==> src/rtl/mem_arbiter_pkg.sv <==
// Shared encodings and default widths for the two-port memory arbiter.
package mem_arbiter_pkg;

  localparam int ADDR_W_DEF = 8;
  localparam int DATA_W_DEF = 16;

  // Access sequencing: one grant cycle, one memory cycle, one ready cycle.
  typedef enum logic [1:0] {
    ST_IDLE   = 2'd0,
    ST_ACCESS = 2'd1,
    ST_DONE   = 2'd2
  } state_e;

  // Port identity; bit position matches the request/grant vector index.
  typedef enum logic {
    OWN_FETCH = 1'b0,
    OWN_DATA  = 1'b1
  } owner_e;

endpackage

==> src/rtl/mem_arbiter_if.sv <==
// Bundle of the fetch port, data port, memory bus and status of the arbiter.
interface mem_arbiter_if
  import mem_arbiter_pkg::*;
#(
  parameter int addr_width = ADDR_W_DEF,
  parameter int data_width = DATA_W_DEF
);

  // Fetch port (read only)
  logic                  if_req;
  logic [addr_width-1:0] if_addr;
  logic                  if_ready;
  logic [data_width-1:0] if_rdata;

  // Data port (read/write)
  logic                  dm_req;
  logic                  dm_wr;
  logic [addr_width-1:0] dm_addr;
  logic [data_width-1:0] dm_wdata;
  logic                  dm_ready;
  logic [data_width-1:0] dm_rdata;

  // Main memory bus; read data is combinational from mem_addr
  logic [addr_width-1:0] mem_addr;
  logic [data_width-1:0] mem_wdata;
  logic                  mem_wr;
  logic [data_width-1:0] mem_rdata;

  logic                  busy;

  // Arbiter side
  modport slave (
    input  if_req, if_addr, dm_req, dm_wr, dm_addr, dm_wdata, mem_rdata,
    output if_ready, if_rdata, dm_ready, dm_rdata, mem_addr, mem_wdata, mem_wr, busy
  );

  // Requesters and memory side
  modport master (
    output if_req, if_addr, dm_req, dm_wr, dm_addr, dm_wdata, mem_rdata,
    input  if_ready, if_rdata, dm_ready, dm_rdata, mem_addr, mem_wdata, mem_wr, busy
  );

endinterface

==> src/rtl/mem_arbiter_rr_pick2.sv <==
// Two-way round-robin picker: on a tie, the port not granted last wins.
module rr_pick2
  import mem_arbiter_pkg::*;
(
  input  logic [1:0] req,
  input  owner_e     last,
  output logic [1:0] grant
);

  // One-hot grant; a lone requester always wins
  always_comb begin
    grant = 2'b00;
    if (req[OWN_FETCH] && (!req[OWN_DATA] || last == OWN_DATA)) begin
      grant[OWN_FETCH] = 1'b1;
    end else if (req[OWN_DATA]) begin
      grant[OWN_DATA] = 1'b1;
    end
  end

endmodule

==> src/rtl/mem_arbiter.sv <==
// Arbitrates a fetch port and a data port onto one single-cycle memory.
// Each access runs IDLE -> ACCESS -> DONE; ready pulses in DONE.
module mem_arbiter
  import mem_arbiter_pkg::*;
#(
  parameter int addr_width = ADDR_W_DEF,
  parameter int data_width = DATA_W_DEF
) (
  input logic           clk,
  input logic           rst,
  mem_arbiter_if.slave  bus
);

  state_e                r_state;
  state_e                w_state_next;
  owner_e                r_owner;
  owner_e                r_last;
  logic [addr_width-1:0] r_mem_addr;
  logic [data_width-1:0] r_mem_wdata;
  logic                  r_mem_wr;
  logic [data_width-1:0] r_if_rdata;
  logic [data_width-1:0] r_dm_rdata;
  logic [1:0]            w_grant;
  logic                  w_take;
  logic                  w_if_ready;
  logic                  w_dm_ready;

  rr_pick2 u_pick (
    .req   ({bus.dm_req, bus.if_req}),
    .last  (r_last),
    .grant (w_grant)
  );

  // State register
  always_ff @(posedge clk) begin
    if (rst) begin
      r_state <= ST_IDLE;
    end else begin
      r_state <= w_state_next;
    end
  end

  // Next state, grant strobe and ready pulses
  always_comb begin
    w_state_next = r_state;
    w_take       = 1'b0;
    w_if_ready   = 1'b0;
    w_dm_ready   = 1'b0;
    case (r_state)
      ST_IDLE: begin
        if (|w_grant) begin
          w_state_next = ST_ACCESS;
          w_take       = 1'b1;
        end
      end
      ST_ACCESS: w_state_next = ST_DONE;
      ST_DONE: begin
        w_state_next = ST_IDLE;
        w_if_ready   = (r_owner == OWN_FETCH);
        w_dm_ready   = (r_owner == OWN_DATA);
      end
      default: w_state_next = ST_IDLE;
    endcase
  end

  // Request capture on grant, read data capture at the end of ACCESS.
  // r_mem_wr is high only through ACCESS, so it also marks a data write.
  always_ff @(posedge clk) begin
    if (rst) begin
      r_owner     <= OWN_FETCH;
      r_last      <= OWN_FETCH;
      r_mem_addr  <= '0;
      r_mem_wdata <= '0;
      r_mem_wr    <= 1'b0;
      r_if_rdata  <= '0;
      r_dm_rdata  <= '0;
    end else begin
      if (w_take) begin
        if (w_grant[OWN_DATA]) begin
          r_owner     <= OWN_DATA;
          r_last      <= OWN_DATA;
          r_mem_addr  <= bus.dm_addr;
          r_mem_wdata <= bus.dm_wdata;
          r_mem_wr    <= bus.dm_wr;
        end else begin
          r_owner     <= OWN_FETCH;
          r_last      <= OWN_FETCH;
          r_mem_addr  <= bus.if_addr;
          r_mem_wr    <= 1'b0;
        end
      end
      if (r_state == ST_ACCESS) begin
        r_mem_wr <= 1'b0;
        if (r_owner == OWN_FETCH) begin
          r_if_rdata <= bus.mem_rdata;
        end else if (!r_mem_wr) begin
          r_dm_rdata <= bus.mem_rdata;
        end
      end
    end
  end

  assign bus.mem_addr  = r_mem_addr;
  assign bus.mem_wdata = r_mem_wdata;
  assign bus.mem_wr    = r_mem_wr;
  assign bus.if_rdata  = r_if_rdata;
  assign bus.dm_rdata  = r_dm_rdata;
  assign bus.if_ready  = w_if_ready;
  assign bus.dm_ready  = w_dm_ready;
  assign bus.busy      = (r_state != ST_IDLE);

endmodule
==> src/flat_wrapper.sv <==
// flat-port wrapper written by rule: the top's interface ports become plain ports
module mem_arbiter_flat import mem_arbiter_pkg::*;
#(
  parameter int addr_width = ADDR_W_DEF,
  parameter int data_width = DATA_W_DEF
)
  (clk, rst, bus_if_req, bus_if_addr, bus_dm_req, bus_dm_wr, bus_dm_addr, bus_dm_wdata, bus_mem_rdata, bus_if_ready, bus_if_rdata, bus_dm_ready, bus_dm_rdata, bus_mem_addr, bus_mem_wdata, bus_mem_wr, bus_busy);
  mem_arbiter_if #(.addr_width(addr_width), .data_width(data_width)) bus_i ();
  input logic clk;
  input logic rst;
  input wire logic [$bits(bus_i.if_req)-1:0] bus_if_req;
  input wire logic [$bits(bus_i.if_addr)-1:0] bus_if_addr;
  input wire logic [$bits(bus_i.dm_req)-1:0] bus_dm_req;
  input wire logic [$bits(bus_i.dm_wr)-1:0] bus_dm_wr;
  input wire logic [$bits(bus_i.dm_addr)-1:0] bus_dm_addr;
  input wire logic [$bits(bus_i.dm_wdata)-1:0] bus_dm_wdata;
  input wire logic [$bits(bus_i.mem_rdata)-1:0] bus_mem_rdata;
  output wire logic [$bits(bus_i.if_ready)-1:0] bus_if_ready;
  output wire logic [$bits(bus_i.if_rdata)-1:0] bus_if_rdata;
  output wire logic [$bits(bus_i.dm_ready)-1:0] bus_dm_ready;
  output wire logic [$bits(bus_i.dm_rdata)-1:0] bus_dm_rdata;
  output wire logic [$bits(bus_i.mem_addr)-1:0] bus_mem_addr;
  output wire logic [$bits(bus_i.mem_wdata)-1:0] bus_mem_wdata;
  output wire logic [$bits(bus_i.mem_wr)-1:0] bus_mem_wr;
  output wire logic [$bits(bus_i.busy)-1:0] bus_busy;
  assign bus_i.if_req = bus_if_req;
  assign bus_i.if_addr = bus_if_addr;
  assign bus_i.dm_req = bus_dm_req;
  assign bus_i.dm_wr = bus_dm_wr;
  assign bus_i.dm_addr = bus_dm_addr;
  assign bus_i.dm_wdata = bus_dm_wdata;
  assign bus_i.mem_rdata = bus_mem_rdata;
  assign bus_if_ready = bus_i.if_ready;
  assign bus_if_rdata = bus_i.if_rdata;
  assign bus_dm_ready = bus_i.dm_ready;
  assign bus_dm_rdata = bus_i.dm_rdata;
  assign bus_mem_addr = bus_i.mem_addr;
  assign bus_mem_wdata = bus_i.mem_wdata;
  assign bus_mem_wr = bus_i.mem_wr;
  assign bus_busy = bus_i.busy;
  mem_arbiter #(.addr_width(addr_width), .data_width(data_width)) u_core (.clk(clk), .rst(rst), .bus(bus_i));
endmodule
==> config.mk <==
export PLATFORM = sky130hd
export DESIGN_NAME = mem_arbiter_flat
export DESIGN_NICKNAME = d
export VERILOG_FILES = /design/src/rtl/mem_arbiter_pkg.sv /design/src/rtl/mem_arbiter_if.sv /design/src/rtl/mem_arbiter_rr_pick2.sv /design/src/rtl/mem_arbiter.sv /design/src/flat_wrapper.sv
export SDC_FILE = /design/constraint.sdc
export NUM_CORES = 1
export LEC_CHECK = 0
export CAP_MARGIN = 20
export CORE_MARGIN = 4
export CORE_UTILIZATION = 42
export CTS_BUF_LIST = sky130_fd_sc_hd__clkbuf_4
export DETAILED_ROUTE_END_ITERATION = 8
export HOLD_SLACK_MARGIN = 0.05
export PLACE_DENSITY = 0.86
export RECOVER_POWER = 50
export SYNTH_ARGS = -nofsm -noshare
export SYNTH_HDL_FRONTEND = slang
export SYNTH_HIERARCHICAL = 1
export SYNTH_SLANG_ARGS = --single-unit
export TNS_END_PERCENT = 100
==> constraint.sdc <==
create_clock -name clk -period 2.05 [get_ports clk]
set_input_delay 0.41 -clock clk [delete_from_list [all_inputs] [get_ports clk]]
set_output_delay 0.41 -clock clk [all_outputs]
set_load 0.01 [all_outputs]
Word level (Yosys, flattened, before mapping):

Cells that the tools add are included.

* eq/ne operators: 3
* multiplexer cells: 12
* bitwise operators: 2
* reductions and logical operators: 10

Operators with widths (number)
* $mux 1: 9
* $mux 8: 1
* $pmux 2 s2: 1
* $reduce_and 2->1: 2
* $reduce_or 2->1: 2
* $reduce_and 3->1: 1
* $eq 2x1->1 const B: 1
* $eq 2x2->1 const B: 1
* $logic_not 2->1: 1
* $mux 2: 1
* $ne 2x1->1 const B: 1
* $not 1->1: 2
* $reduce_bool 2->1: 1
* $logic_and 1x1->1: 1
* $logic_not 1->1: 1
* $logic_or 1x1->1: 1

* bits in registers: 60
* input bits: 53
* output and inout port bits: 60
* word-level logic and storage cells: 34

Depth between registers and ports, before layout:

* depth after elaboration: 8
* mapped depth: 6
* mapped depth without buffers: 5

Cells and area by module:

Netlist, hierarchy kept.

By module, submodules not included
* mem_arbiter: times used 1, cells each 253, area each 2362.3 um^2
* rr_pick2: times used 1, cells each 3, area each 18.8 um^2

Least setup slack after synthesis:

Ideal clock, no wire load.

* path kind: input -> register
* start: input bus_dm_req
* end: register u_core.r_mem_wdata[0], in the netlist u_core/bus.mem_wdata[0]
* library setup time: 0.128 ns
* arrival: 1.345 ns
* setup slack: 0.578 ns
* stages: 6
* path buffers: 2
* cell sequence: a21boi_0 nor3b_2 buf_4 buf_8 mux2i_1 nor2_1

* longest elaborated chain between the ends: 8
* elaborated cells between the ends (all ways): 10
* classes of those cells: mux: 5; reduce/logical: 5

RTL lines
* start: declaration: RTL line flat_wrapper.sv:13 `input wire logic [$bits(bus_i.dm_req)-1:0] bus_dm_req;`
* $logic_not 1->1: RTL line mem_arbiter_rr_pick2.sv:13 `if (req[OWN_FETCH] && (!req[OWN_DATA] || last == OWN_DATA)) begin`
* $logic_or 1x1->1: RTL line mem_arbiter_rr_pick2.sv:13
* $logic_and 1x1->1: RTL line mem_arbiter_rr_pick2.sv:13
* $mux 1: RTL line mem_arbiter_rr_pick2.sv:13
* $reduce_or 2->1: RTL line mem_arbiter.sv:51 `if (|w_grant) begin`
* $mux 1: RTL line mem_arbiter.sv:51
* $mux 1: RTL line mem_arbiter.sv:49 `case (r_state)`
* $reduce_and 2->1 (no line) (*)
* end signal: assignment: RTL line mem_arbiter.sv:83 `r_mem_wdata <= bus.dm_wdata;`
* end: declaration: RTL line mem_arbiter.sv:19 `logic [data_width-1:0] r_mem_wdata;`

Mark *: on every way between the ends. The rest lies on a longest branch, timed or not.
A chain may end at the register's enable or synchronous reset.

Final worst setup path:

* start: input bus_dm_req
* end: register u_core.r_mem_wdata[12], in the netlist u_core/bus.mem_wdata[12]

* longest elaborated chain between the ends: 8
* elaborated cells between the ends (all ways): 10
* classes of those cells: mux: 5; reduce/logical: 5

RTL lines
* $logic_not 1->1: RTL line mem_arbiter_rr_pick2.sv:13
* $logic_or 1x1->1: RTL line mem_arbiter_rr_pick2.sv:13
* $logic_and 1x1->1: RTL line mem_arbiter_rr_pick2.sv:13
* $mux 1 (*): RTL line mem_arbiter_rr_pick2.sv:13
* via u_core.w_grant[1]: RTL line mem_arbiter.sv:23 `logic [1:0] w_grant;`
* $reduce_or 2->1: RTL line mem_arbiter.sv:51
* $mux 1: RTL line mem_arbiter.sv:51
* $mux 1: RTL line mem_arbiter.sv:49
* $reduce_and 2->1 (no line) (*)

The timed path passes the listed nets; every way through them passes the cells marked *.

==> impl_metrics.yaml <==
grt:
  grt_pass1_vias: 2132
  grt-ovfl-total: 0
  grt_pass1_wl_um: 9920
  antenna_found_initial: 0
  grt_max_degree: 35
  grt_usage_pct: 17.6
layout:
  drive_gt1_share_pct: 11.0
  post-route-util_pct: 65.3
  nets: 420
  antenna_cells: 0
  areaGrowthSynthToFinish_pct: 51.1
sta:
  setup_viol: 0
  fmax_mhz: 504
  worstMarginPinSlew_ns: 0.791
  finalSetupTns_ns: 0
  drv_slew: 0
  clock-skew-final_ns: 0.0105
  finalCriticalPeriod_ns: 1.98
  relSlewSlack_pct: 47.0
  period_share_pct: 96.8
  hold_violations: 0
  rsz0062_at_grt: "false"
critical_path:
  end_kind: "register"
  critPathMaxFanout: 16
  reg2reg_slack_ns: 0.26
  crit_type: "in2reg"
  reg2reg_to: "u_core/bus.mem_wdata[12]"
  crit_required_ns: 2.32
  crit_slowest_cell: "dlygate4sd3_1"
  path_cells: "dlygate4sd3_1 > a21boi_0 > nor3b_1 > buf_12 > mux2i_1 > nor2_1"
  reg2reg_from: "u_core/r_last"
  slowest_delay_ns: 0.54
  critical_path_buf_inv_count: 2
  arrival_ns: 2.26
  worst_setup_path_start_kind: "input pin"
  rr_worst_depth: 5
  cp_top_family: "buffers and inverters"
min_path:
  worstHoldPathCells: 2
  hold_path_class: "reg2reg"
  min_to: "u_core/bus.dm_rdata[11]"
  worst_hold_startpoint: "u_core/bus.dm_rdata[11]"
synth:
  synth_nets: 309
  ys_seq_area_share_pct: 50.4
  yosysWarnings: 6
  yosysMostFrequentCell: "dfxtp_1"
  async_flop_share_pct: 0
  synth.distinct_cells: 31
  synth_area_leaders: "dfxtp_1, mux2i_1, nand2_1"
  synth_top_area_share_pct: 50.4
  synth_ff_type: "dfxtp_1"
  ys_ff_latch: 60
  synthCells: 256
  syn-mean-instance-area_um2: 9.30
  synth_common_cells: "dfxtp_1, nand2_1, a21oi_1, mux2i_1, nor2_1"
  synth_largest_area_cell: "dfxtp_1"
  synth_edf_count: 0
  syn_area_um2: 2380
status:
  status: "completed"
detailed_routing:
  drtIter0Drc: 65
  drc_errors: 0
  wl_met2_um: 2910
  viasPerCell: 4.87
  drt-total-wl_um: 6080
  wl_per_cell_um: 13.7
  first_pass_iters: 5
  antenna_left: 0
  routed.top_layer: "met4"
  met3_length_um: 496
  vias: 2161
  wl_met1_um: 2610
die:
  core_region_area_um2: 5510
  die_w_um: 83.3
  die-height_um: 83.3
  io_pins: 113
  design.die.area_um2: 6940
  start_util_pct: 43.2
  row_count: 27
power:
  p_seq_share_pct: 51.3
  p_int_w: 0.00181
  switching_share_pct: 28.1
  powerDensity_nw_per_um2: 701
  cellLeakagePower_nw: 1.37
  p_comb_share_pct: 22.5
  clockPowerShare_pct: 26.2
  p_switching_w: 0.000708
  ir_worst_vdd_v: 0.000489
place:
  dpl.hpwl_um: 4490
  portBuffers: 112
  gp_congestion: 0.790
cts:
  clkSinkCount: 60
  clock_path_buffers: 2
  clk_latency_ns: 0.38
  clk_pin_slew_ns: 0.09
  h-tree-depth: 3
  cts_tree: "done"
  cts_made_buffers: 9
  clockRootBuffer: "clkbuf_4"
  cts-hold-fix-buffers: 0
job:
  drv_cap: 0
-- through the flow --
| step | hold WS, ns | worst slack, ns | total power [W] | area, µm² | std cells |
|---|---|---|---|---|---|
| after floorplan | 0.481 | 0.578 | 0.00161 | 2380 | 256 |
| after detailed placement | 0.449 | 0.0289 | 0.00191 | 3530 | 427 |
| after CTS | 0.458 | 0.0312 | 0.00258 | 3640 | 444 |
| after global placement | 0.443 | 0.0983 | 0.00189 | 3530 | 427 |
| after global routing | 0.469 | 0.00719 | 0.00266 | 3600 | 444 |
| final | 0.460 | 0.0655 | 0.00252 | 3600 | 444 |
-- worst reg2reg max path: cells and delay by family, from the launching register on --
kind | cells | cell delay (ns)
buf+inv | 1 | 0.24
mux | 1 | 0.23
flops | 1 | 0.39
compound gates | 1 | 0.28
simple gates | 2 | 0.56
-- power by group through the flow --
stage                     registers [W]  logic (W)  clock network, W
after floorplan                 0.00135   0.000260                 0
after global placement          0.00132   0.000575                 0
after detailed placement        0.00132   0.000585                 0
after CTS                       0.00130   0.000591          0.000689
after global routing            0.00130   0.000611          0.000748
final                           0.00129   0.000566          0.000662
-- how the worst max path moves through the flow --
stage	cells past startpoint	slack [ns]	startpoint	end
final	6	0.07	bus_dm_req	u_core/bus.mem_wdata[12]
after global routing	6	0.007	bus_dm_req	u_core/bus.mem_addr[4]
after CTS	3	0.03	u_core/r_state[0]	bus_busy
after detailed placement	6	0.03	bus_dm_req	u_core/bus.mem_addr[4]
after global placement	6	0.1	bus_dm_req	u_core/bus.mem_wdata[7]
after floorplan	6	0.58	bus_dm_req	u_core/bus.mem_wdata[0]
-- metal layers --
metal	up-vias	global-route usage, %
met5	-	0
met1	998	20.2
met4	0	8.92
met2	84	29.3
met3	4	5.85
li1	1075	-
-- placed cells by master, fill, tap and decap left out, types with 3 or more instances in the layout --
cell type	instances
clkdlybuf4s50_1	93
nand2_1	57
dfxtp_1	57
a21oi_1	38
mux2i_1	24
nor2_1	18
dlygate4sd3_1	16
clkbuf_4	10
nand2_2	9
a211oi_1	8
buf_4	5
clkinv_2	4
inv_1	3
nor3b_1	3
a21oi_2	3
dfxtp_2	3
-- registers in the layout, indices dropped and copies added, names as in the netlist --
register	cells
u_core/r_state	2
u_core/bus.mem_wdata	16
u_core/bus.if_rdata	16
u_core/bus.mem_addr	8
u_core/bus.dm_rdata	16
u_core/r_last	1
u_core/bus.mem_wr	1
-- cell type report --
| cell class | instances | area (µm²) |
|---|---|---|
| Clock buffer | 10 | 75.1 |
| Sequential cell | 60 | 1200 |
| Fill cell | 483 | 1910 |
| Clock inverter | 6 | 31.3 |
| Tap cell | 72 | 90.1 |
| Multi-Input combinational cell | 173 | 990 |
| Timing Repair Buffer | 120 | 1190 |
| Inverter | 3 | 11.3 |
-- cell families after synthesis --
group / Yosys count / synth area share, %
muxes: 24 / 10.1
and+or+nand+nor: 95 / 18.9
AOI/OAI and AO/OA: 54 / 14.1
DFF: 60 / 50.4
buffers and inverters: 23 / 6.46
-- repair_timing --
item / CTS / global route
setup endpoints to repair: 3 / 1
buffers inserted: 1 / 0
pin swaps: 1 / 0
gates resized for setup: 4 / 1
Power figures use the tool's default switching activity.
